[src/rtl/dvs_uart_pkg.sv]
// Shared constants, TX state encoding and event record for the DVS event UART link.
package dvs_uart_pkg;

    localparam logic [7:0] PING_BYTE   = 8'hFF;
    localparam logic [7:0] ECHO_BYTE   = 8'h55;
    localparam logic [3:0] GESTURE_HDR = 4'hA;
    localparam int         PKT_BYTES   = 4;

    typedef enum logic [2:0] {
        TX_IDLE,
        TX_LOAD,
        TX_SEND,
        TX_GUARD,
        TX_WAIT
    } tx_state_e;

    typedef struct packed {
        logic [6:0] x;
        logic [6:0] y;
        logic       pol;
        logic [7:0] ts;
    } dvs_event_t;

    localparam int EVENT_W = $bits(dvs_event_t);

    // Byte 0 keeps its MSB clear so it can never be mistaken for a ping.
    function automatic logic [7:0] pkt_byte(input dvs_event_t ev, input logic [1:0] idx);
        logic [7:0] b;
        case (idx)
            2'd0:    b = {1'b0, ev.x};
            2'd1:    b = {1'b0, ev.y};
            2'd2:    b = {7'b0, ev.pol};
            default: b = ev.ts;
        endcase
        return b;
    endfunction

endpackage

[src/rtl/dvs_event_fifo.sv]
// Synchronous event FIFO: registered write, combinational head read, count-based flags.
module dvs_event_fifo
    import dvs_uart_pkg::*;
#(
    parameter int FIFO_DEPTH = 8
) (
    input  logic               clk,
    input  logic               rst,
    input  logic               push,
    input  logic [EVENT_W-1:0] wr_data,
    input  logic               pop,
    output logic [EVENT_W-1:0] rd_data,
    output logic               full,
    output logic               empty
);

    localparam int AW = $clog2(FIFO_DEPTH);

    logic [EVENT_W-1:0] mem_q [FIFO_DEPTH];
    logic [AW-1:0]      wr_ptr_q, wr_ptr_d;
    logic [AW-1:0]      rd_ptr_q, rd_ptr_d;
    logic [AW:0]        count_q, count_d;
    logic               push_ok;
    logic               pop_ok;

    assign full    = (count_q == (AW+1)'(FIFO_DEPTH));
    assign empty   = (count_q == '0);
    assign push_ok = push && !full;
    assign pop_ok  = pop && !empty;
    assign rd_data = mem_q[rd_ptr_q];

    // Pointers wrap naturally because the depth is a power of two.
    always_comb begin
        wr_ptr_d = wr_ptr_q;
        rd_ptr_d = rd_ptr_q;
        count_d  = count_q;
        if (push_ok) begin
            wr_ptr_d = wr_ptr_q + AW'(1);
        end
        if (pop_ok) begin
            rd_ptr_d = rd_ptr_q + AW'(1);
        end
        if (push_ok && !pop_ok) begin
            count_d = count_q + (AW+1)'(1);
        end else if (pop_ok && !push_ok) begin
            count_d = count_q - (AW+1)'(1);
        end
    end

    always_ff @(posedge clk) begin
        if (rst) begin
            wr_ptr_q <= '0;
            rd_ptr_q <= '0;
            count_q  <= '0;
        end else begin
            wr_ptr_q <= wr_ptr_d;
            rd_ptr_q <= rd_ptr_d;
            count_q  <= count_d;
        end
    end

    always_ff @(posedge clk) begin
        if (push_ok) begin
            mem_q[wr_ptr_q] <= wr_data;
        end
    end

endmodule

[src/rtl/dvs_uart_event_sender.sv]
// Serialises buffered DVS events as [X, Y, POL, TS] UART packets and decodes returned bytes.
// Optional ping/echo path enabled by defining DVS_TX_PING_EN.
module dvs_uart_event_sender
    import dvs_uart_pkg::*;
#(
    parameter int FIFO_DEPTH = 8
) (
    input  logic        clk,
    input  logic        rst,
    input  logic        ev_valid,
    output logic        ev_ready,
    input  logic [6:0]  ev_x,
    input  logic [6:0]  ev_y,
    input  logic        ev_pol,
    input  logic [7:0]  ev_ts,
    input  logic        ping_req,
    output logic [7:0]  tx_data,
    output logic        tx_valid,
    input  logic        tx_busy,
    input  logic [7:0]  rx_data,
    input  logic        rx_valid,
    output logic [1:0]  gesture,
    output logic        gesture_valid,
    output logic        echo_ok,
    output logic [7:0]  bad_resp_cnt,
    output logic [15:0] pkts_sent
);

`ifdef DVS_TX_PING_EN
    localparam bit PING_EN = 1'b1;
`else
    localparam bit PING_EN = 1'b0;
`endif

    dvs_event_t ev_in;
    dvs_event_t fifo_head;
    logic       fifo_pop;
    logic       fifo_full;
    logic       fifo_empty;

    tx_state_e  state_q, state_d;
    dvs_event_t pkt_q, pkt_d;
    logic [1:0] byte_idx_q, byte_idx_d;
    logic       is_ping_q, is_ping_d;
    logic       ping_pend_q, ping_pend_d;
    logic       tx_valid_q, tx_valid_d;
    logic [7:0] tx_data_q, tx_data_d;
    logic [15:0] pkts_q, pkts_d;

    logic [1:0] gesture_q, gesture_d;
    logic       gesture_valid_q, gesture_valid_d;
    logic       echo_ok_q, echo_ok_d;
    logic [7:0] bad_q, bad_d;
    logic       is_gesture;
    logic       is_echo;

    assign ev_in = {ev_x, ev_y, ev_pol, ev_ts};

    dvs_event_fifo #(
        .FIFO_DEPTH(FIFO_DEPTH)
    ) u_fifo (
        .clk    (clk),
        .rst    (rst),
        .push   (ev_valid),
        .wr_data(ev_in),
        .pop    (fifo_pop),
        .rd_data(fifo_head),
        .full   (fifo_full),
        .empty  (fifo_empty)
    );

    assign ev_ready = !fifo_full;

    // Pings are only picked up in IDLE, so they always fall between packets.
    always_comb begin
        state_d     = state_q;
        pkt_d       = pkt_q;
        byte_idx_d  = byte_idx_q;
        is_ping_d   = is_ping_q;
        ping_pend_d = ping_pend_q || (PING_EN && ping_req);
        tx_valid_d  = 1'b0;
        tx_data_d   = tx_data_q;
        pkts_d      = pkts_q;
        fifo_pop    = 1'b0;
        case (state_q)
            TX_IDLE: begin
                if (ping_pend_q) begin
                    is_ping_d = 1'b1;
                    state_d   = TX_SEND;
                end else if (!fifo_empty) begin
                    state_d = TX_LOAD;
                end
            end
            TX_LOAD: begin
                fifo_pop   = 1'b1;
                pkt_d      = fifo_head;
                byte_idx_d = 2'd0;
                is_ping_d  = 1'b0;
                state_d    = TX_SEND;
            end
            TX_SEND: begin
                if (!tx_busy) begin
                    tx_valid_d = 1'b1;
                    tx_data_d  = is_ping_q ? PING_BYTE : pkt_byte(pkt_q, byte_idx_q);
                    if (is_ping_q) begin
                        ping_pend_d = 1'b0;
                    end
                    state_d = TX_GUARD;
                end
            end
            TX_GUARD: begin
                state_d = TX_WAIT;
            end
            TX_WAIT: begin
                if (!tx_busy) begin
                    if (is_ping_q) begin
                        state_d = TX_IDLE;
                    end else if (byte_idx_q != 2'(PKT_BYTES - 1)) begin
                        byte_idx_d = byte_idx_q + 2'd1;
                        state_d    = TX_SEND;
                    end else begin
                        pkts_d  = pkts_q + 16'd1;
                        state_d = TX_IDLE;
                    end
                end
            end
            default: begin
                state_d = TX_IDLE;
            end
        endcase
    end

    assign is_gesture = (rx_data[7:4] == GESTURE_HDR) && (rx_data[3:2] == 2'b00);
    assign is_echo    = PING_EN && (rx_data == ECHO_BYTE);

    always_comb begin
        gesture_d       = gesture_q;
        gesture_valid_d = 1'b0;
        echo_ok_d       = 1'b0;
        bad_d           = bad_q;
        if (rx_valid) begin
            if (is_gesture) begin
                gesture_d       = rx_data[1:0];
                gesture_valid_d = 1'b1;
            end else if (is_echo) begin
                echo_ok_d = 1'b1;
            end else if (bad_q != 8'hFF) begin
                bad_d = bad_q + 8'd1;
            end
        end
    end

    always_ff @(posedge clk) begin
        if (rst) begin
            state_q         <= TX_IDLE;
            pkt_q           <= '0;
            byte_idx_q      <= 2'd0;
            is_ping_q       <= 1'b0;
            ping_pend_q     <= 1'b0;
            tx_valid_q      <= 1'b0;
            tx_data_q       <= 8'd0;
            pkts_q          <= 16'd0;
            gesture_q       <= 2'd0;
            gesture_valid_q <= 1'b0;
            echo_ok_q       <= 1'b0;
            bad_q           <= 8'd0;
        end else begin
            state_q         <= state_d;
            pkt_q           <= pkt_d;
            byte_idx_q      <= byte_idx_d;
            is_ping_q       <= is_ping_d;
            ping_pend_q     <= ping_pend_d;
            tx_valid_q      <= tx_valid_d;
            tx_data_q       <= tx_data_d;
            pkts_q          <= pkts_d;
            gesture_q       <= gesture_d;
            gesture_valid_q <= gesture_valid_d;
            echo_ok_q       <= echo_ok_d;
            bad_q           <= bad_d;
        end
    end

    assign tx_valid      = tx_valid_q;
    assign tx_data       = tx_data_q;
    assign pkts_sent     = pkts_q;
    assign gesture       = gesture_q;
    assign gesture_valid = gesture_valid_q;
    assign echo_ok       = echo_ok_q;
    assign bad_resp_cnt  = bad_q;

endmodule

[config.mk]
export PLATFORM = sky130hd
export DESIGN_NAME = dvs_uart_event_sender
export DESIGN_NICKNAME = d
export VERILOG_FILES = /design/src/rtl/dvs_uart_pkg.sv /design/src/rtl/dvs_event_fifo.sv /design/src/rtl/dvs_uart_event_sender.sv
export SDC_FILE = /design/constraint.sdc
export NUM_CORES = 1
export LEC_CHECK = 0
export BUFFER_PORTS_ARGS = -buffer_cell sky130_fd_sc_hd__buf_4
export CORE_ASPECT_RATIO = 1.1
export CORE_MARGIN = 1.5
export CORE_UTILIZATION = 30
export CTS_BUF_LIST = sky130_fd_sc_hd__clkbuf_8
export DETAILED_ROUTE_END_ITERATION = 16
export MAX_ROUTING_LAYER = met4
export PLACE_DENSITY = 0.54
export RECOVER_POWER = 100
export SYNTH_ARGS = -nofsm -noshare
export SYNTH_HDL_FRONTEND = slang
export SYNTH_SLANG_ARGS = --single-unit
export TNS_END_PERCENT = 20
[constraint.sdc]
create_clock -name clk -period 6.95 [get_ports clk]
set_input_delay 0.3475 -clock clk [delete_from_list [all_inputs] [get_ports clk]]
set_output_delay 0.3475 -clock clk [all_outputs]
set_load 0.02 [all_outputs]
==> results of run 1 <==
-- power by group --
| part | leakage [nW] | switching (W) | internal, W |
|---|---|---|---|
| clock network | 0.506 | 0.000590 | 0.000648 |
| logic | 1.02 | 0.000322 | 0.000303 |
| registers | 2.27 | 0.000138 | 0.00180 |
-- routing by layer --
layer,GRT usage,vias up,part of all wire
met5,-,-,0
met4,0.0442,0,0.019
met3,0.0261,37,0.062
met2,0.208,167,0.48
met1,0.164,2814,0.44
li1,-,2774,-
-- flip-flops by register name (all words and copies together) (netlist names), 2 cells and up --
register and count:
u_fifo.wr_ptr_q 3, pkt_q 23, u_fifo.mem_q 184, u_fifo.rd_ptr_q 3, state_q 3, gesture 2, bad_resp_cnt 8, byte_idx_q 2
u_fifo.count_q 4, pkts_sent 16, tx_data 8
-- worst paths after layout --
path         cells after the start  slack (ns)                end
max                             11        3.26  u_fifo.count_q[3]
min                              3        0.04         gesture[0]
max reg2reg                     11        3.26  u_fifo.count_q[3]
min reg2reg                      2        0.45         tx_data[0]
-- placed cells by master (no fill, tap or decap), drive strengths merged, types with 13 or more instances in the layout --
cell,Yosys,layout
edfxtp,184,184
clkbuf,23,120
dfxtp,74,74
nor2,56,56
mux4,46,46
nand2,42,42
inv,6,32
nor3,28,28
a21oi,25,25
o22ai,23,23
nand3,18,18
dlygate4sd3,0,13
buf,12,13
-- final cells by class --
type,count,area share
repair buffers,97,0.0423
multi-input cells,357,0.245
clock buffers,49,0.0573
inverters,6,0.00191
flip-flops and latches,258,0.596
clock inverters,32,0.0119
well taps,432,0.0459
-- critical path: stages (launching register included) --
cell      delay, ns
dfxtp_1        0.48
nor3b_1        0.28
clkbuf_1       0.93
and2_0         0.32
inv_1          0.09
ha_1           0.21
inv_1          0.13
ha_1           0.28
a21oi_1        0.23
a211oi_1       0.10
a31oi_1        0.18
mux2_2         0.35
-- cell usage after synthesis, types with 2 or more instances --
library cell	instances
dfxtp_1	74
or3_1	2
and4_1	2
o21ai_0	11
nor3_1	28
mux2i_1	4
a22oi_1	6
a31oi_1	2
nand2_1	42
o41ai_1	2
ha_1	11
or4_1	10
nor4_1	4
nor2_1	56
buf_1	3
mux2_2	4
inv_1	6
o22ai_1	23
edfxtp_1	184
mux4_2	46
clkbuf_1	23
a21oi_1	25
xnor2_1	3
nor4bb_1	2
nand2b_1	9
xor2_1	10
and2_1	2
nand4_1	3
buf_2	7
or4b_2	3
o31ai_1	6
nand3_1	18
nor2b_1	8
-- metrics by stage --
step	setup slack, ns	instance area [um^2]
finish	3.26	11800
global route	2.93	11800
CTS	3.88	12100
detailed placement	3.90	11100
global placement	3.90	11100
floorplan	3.19	10100
-- what timing repair did --
| item | 4_1_cts | 5_1_grt |
|---|---|---|
| setup buffers | 0 | 0 |
| hold buffers | 13 | 0 |
| endpoints found under the hold margin | 93 | 0 |
| setup endpoints to repair | 0 | 0 |
-- cell families after synthesis --
kind of cell,after synthesis,share of synthesized area
compound gates,80,0.0485
simple gates,197,0.0994
other cells,1,0.000373
buf+inv,41,0.0173
xor+xnor,13,0.0113
mux,54,0.111
fa+ha+maj,12,0.0157
flops,258,0.696
==> metrics.md, run 1 <==
| Metric | Value |
|---|---|
| Num CTS Buffers | 44 |
| Clock Path Buffers | 3 |
| Drc violations | 0 |
| Placeable Area | 33,100 um^2 |
| Starting Density | 0.304 |
| Die Height | 195 um |
| Initial antenna violation count | 0 |
| Synth area leaders | edfxtp_1 (55%), dfxtp_1 (15%), mux4_2 (10%) |
| Layout Cells excl Fill | 1,231 |
| Diodes inserted | 0 |
| GRT overflow | 0 |
| Final clock skew | 0.0393 ns |
| Worst slew pin tran | 1.91 ns |
| Num rows | 70 |
| Post-Syn Area per Cell | 15.3 um^2 |
| Hpwl dp | 11,900 um |
| Final Setup Violations | 0 |
| Startpoint types | register |
| Area leader, netlist | edfxtp_1 |
| Worst skew pair latency | 0.56 ns |
| Gpl congestion | 0.753 |
| DR iter-0 viols | 401 |
| Root buffer cell | clkbuf_8 |
| Hold Fails Final Rpt | 0 |
| Fmax | 271 MHz |
| Synth Warn # | 0 |
| Power Total | 0.00380 W |
| Number of gates resized after cts | 0 |
| Layout area overhead | 16.9% |
| RSZ-0062 raised after global routing | no |
| CTS tree | yes |
| Register area share after synthesis | 0.696 |
| Post-DR vias/cell | 4.71 |
| Final WL | 21,700 um |
| HP Start | rx_data[0] |
| Via Count | 5,792 |
| Setup TNS | 0 ns |
| Yosys reg bits | 258 |
| Post-synthesis instance total | 656 |
| Wire per inst | 17.6 um |
| Synth top area share | 0.549 |
| WHS | 0.0395 ns |
| Post-synth ARST share | 0 |
| Syn_nets | 705 |
| FF/Latch Area | 7010 um^2 |
| Slew Viols, Final | 216 |
| Nets | 813 |
| Post-synth top flop | edfxtp_1 |
| Gr usage total | 0.130 |
| Post-synth EDFFs | 184 |
| Max Cap Viol | 9 |
| Die ar. | 34,700 um^2 |
| CP arrival | 4.12 ns |
| Vias in the first global route | 5,860 |
| First-pass GRT wire length | 33,300 um |
| Multi-input gate area | 2880 um^2 |
| Routed Antenna Nets | 0 |
| Fillers | 3,269 |
| CP Max Fanout | 28 |
| Min Tclk post-route | 3.69 ns |
| Largest net degree at the start of global routing | 84 |
| Fin util | 0.355 |
| Static Leak | 3.80 nW |
| Reg2reg start | state_q[0] |
| Die W | 178 um |
| Critical Path RT | 7.38 ns |
| Final period util | 0.532 |
| Worst Path Class, Setup | reg2reg |
| Port bufs | 72 |
| Router iterations before antenna repair | 4 |
| Critical path launch point | state_q[0] |
| Inst Count DP | 1,137 |
| Clk slew on worst S/H paths | 0.05 ns |
| PD cells | 323 nW/um^2 |
| Crit end category | register |
| Clock sink count | 258 |
| Min-Delay Path Class | in2reg |
| Fraction of layout cells with a size suffix above 1 | 0.158 |
| Failing checks | max-capacitance violations, max-slew violations |
| Outcome | finished with violations |
| Count of cell types in the netlist | 50 |
| Netlist Area Pre-Place | 10,100 um^2 |
| Ports | 75 |
| Max-slew headroom | -0.273 |
| VDD IR max | 134 uV |
| H-tree depth | 2 |
(Power assumes the default switching activity.)
==> run 2: changes to the inputs <==
--- a/config.mk
+++ b/config.mk
@@ -12,7 +12,7 @@
 export CTS_BUF_LIST = sky130_fd_sc_hd__clkbuf_8
 export DETAILED_ROUTE_END_ITERATION = 16
 export MAX_ROUTING_LAYER = met4
-export PLACE_DENSITY = 0.54
+export PLACE_DENSITY = 0.55
 export RECOVER_POWER = 100
 export SYNTH_ARGS = -nofsm -noshare
 export SYNTH_HDL_FRONTEND = slang
==> constraint.sdc (replaced) <==
create_clock -name clk -period 3.1 [get_ports clk]
set_input_delay 0.155 -clock clk [delete_from_list [all_inputs] [get_ports clk]]
set_output_delay 0.155 -clock clk [all_outputs]
set_load 0.02 [all_outputs]
==> metrics.md, run 2 (synthesis gave the netlist of run 1 again) <==
| Metric | Value |
|---|---|
| Outcome | finished clean |
| Worst Path Class, Setup | reg2reg |
| Placeable Area | 33,100 um^2 |
| Fraction of layout cells with a size suffix above 1 | 0.186 |
| Most frequent cells in the layout | edfxtp_1 (184), dfxtp_1 (72), clkbuf_1 (63) |
| Via Count | 5,932 |
| CP arrival | 3.28 ns |
| DR iter-0 viols | 318 |
| Layout area overhead | 20.1% |
| Die Height | 195 um |
| Max-slew headroom | 0.208 |
| Multi-input gate area | 2900 um^2 |
| First-pass GRT wire length | 33,200 um |
| Port bufs | 72 |
| Worst slew pin tran | 1.19 ns |
| Final clock skew | 0.0301 ns |
| Most common cell after layout, fill and taps aside | edfxtp_1 |
| Ports | 75 |
| Initial antenna violation count | 0 |
| Slew Viols, Final | 0 |
| FF/Latch Area | 7010 um^2 |
| Startpoint types | register |
| Max Cap Viol | 0 |
| Root buffer cell | clkbuf_8 |
| Num CTS Buffers | 44 |
| Gpl congestion | 0.750 |
| Inst Count DP | 1,143 |
| Num rows | 70 |
| Nets | 835 |
| Wire per inst | 17.2 um |
| Diodes inserted | 0 |
| PD cells | 732 nW/um^2 |
| Static Leak | 3.91 nW |
| Final Setup Violations | 0 |
| Critical Path RT | 3.56 ns |
| Router iterations before antenna repair | 4 |
| Power Total | 0.00885 W |
| Largest register FFs | 184 |
| Routed Antenna Nets | 0 |
| Worst skew pair latency | 0.57 ns |
| Die W | 178 um |
| RSZ-0062 raised after global routing | no |
| Largest reg by FF count | u_fifo.mem_q |
| Hold Fails Final Rpt | 0 |
| Die ar. | 34,700 um^2 |
| Post-DR vias/cell | 4.74 |
| Min-Delay Path Class | in2reg |
| Starting Density | 0.304 |
| H-tree depth | 2 |
| VDD IR max | 314 uV |
| Final WL | 21,500 um |
| Drc violations | 0 |
| Fillers | 3,255 |
| Clk slew on worst S/H paths | 0.06 ns |
| CTS tree | yes |
| Gr usage total | 0.129 |
| Min Tclk post-route | 2.82 ns |
| GRT overflow | 0 |
| Crit end category | register |
| Largest net degree at the start of global routing | 84 |
| Hpwl dp | 12,400 um |
| CP Max Fanout | 5 |
| Clock sink count | 258 |
| Clock Path Buffers | 3 |
| Vias in the first global route | 5,936 |
| Layout Cells excl Fill | 1,251 |
| Final period util | 0.910 |
| Fmax | 354 MHz |
==> run 2: worst max-delay path, cell delays in order, from the launching register on <==
cell	delay, ns
dfxtp_1	0.37
or4b_2	0.76
nand2_1	0.13
inv_1	0.05
ha_1	0.18
inv_1	0.13
ha_1	0.29
a21oi_1	0.21
a211oi_1	0.10
a31oi_1	0.16
mux2_2	0.34
==> run 2: layout make-up <==
type,instances,share of cell area
well taps,432,0.0447
multi-input cells,357,0.240
clock inverters,28,0.0158
inverters,6,0.00186
repair buffers,119,0.0597
flip-flops and latches,258,0.580
clock buffers,51,0.0581
==> run 2: worst paths after layout <==
path	startpoint	endpoint	slack (ns)	depth (start not counted)
setup / recovery	u_fifo.count_q[0]	u_fifo.count_q[3]	0.28	10
hold / removal	rx_data[2]	gesture[1]	0.07	5
setup reg to reg	u_fifo.count_q[0]	u_fifo.count_q[3]	0.28	10
hold reg to reg	tx_data[5]	tx_data[5]	0.46	2
==> run 2: metrics by stage <==
step                worst slack, ns  hold slack (ns)   util  TNS [ns]  instance area, um^2
finish                        0.278           0.0729  0.365         0                12100
global route                  0.106            0.125  0.365         0                12100
CTS                           0.256           0.0504  0.374         0                12400
detailed placement            0.259            0.393  0.338         0                11200
global placement              0.317            0.389  0.338         0                11200
floorplan                   -0.0684            0.254      -     -4.72                10100
==> run 2: per-layer routing <==
layer  wire [um]  global-route usage
met1        9570               0.164
met2       10300               0.205
met3        1210              0.0253
met4         467              0.0461
met5           0                   -
==> run 2: repair_timing <==
| action | 4_1_cts | 5_1_grt |
|---|---|---|
| gates resized for setup | 0 | 0 |
| setup buffers | 0 | 0 |
| hold buffers | 29 | 0 |
| endpoints found under the hold margin | 192 | 0 |
==> run 2: report_power, final <==
| part | switching, W | internal (W) |
|---|---|---|
| logic | 0.000817 | 0.000732 |
| clock network | 0.00136 | 0.00168 |
| registers | 0.000240 | 0.00402 |
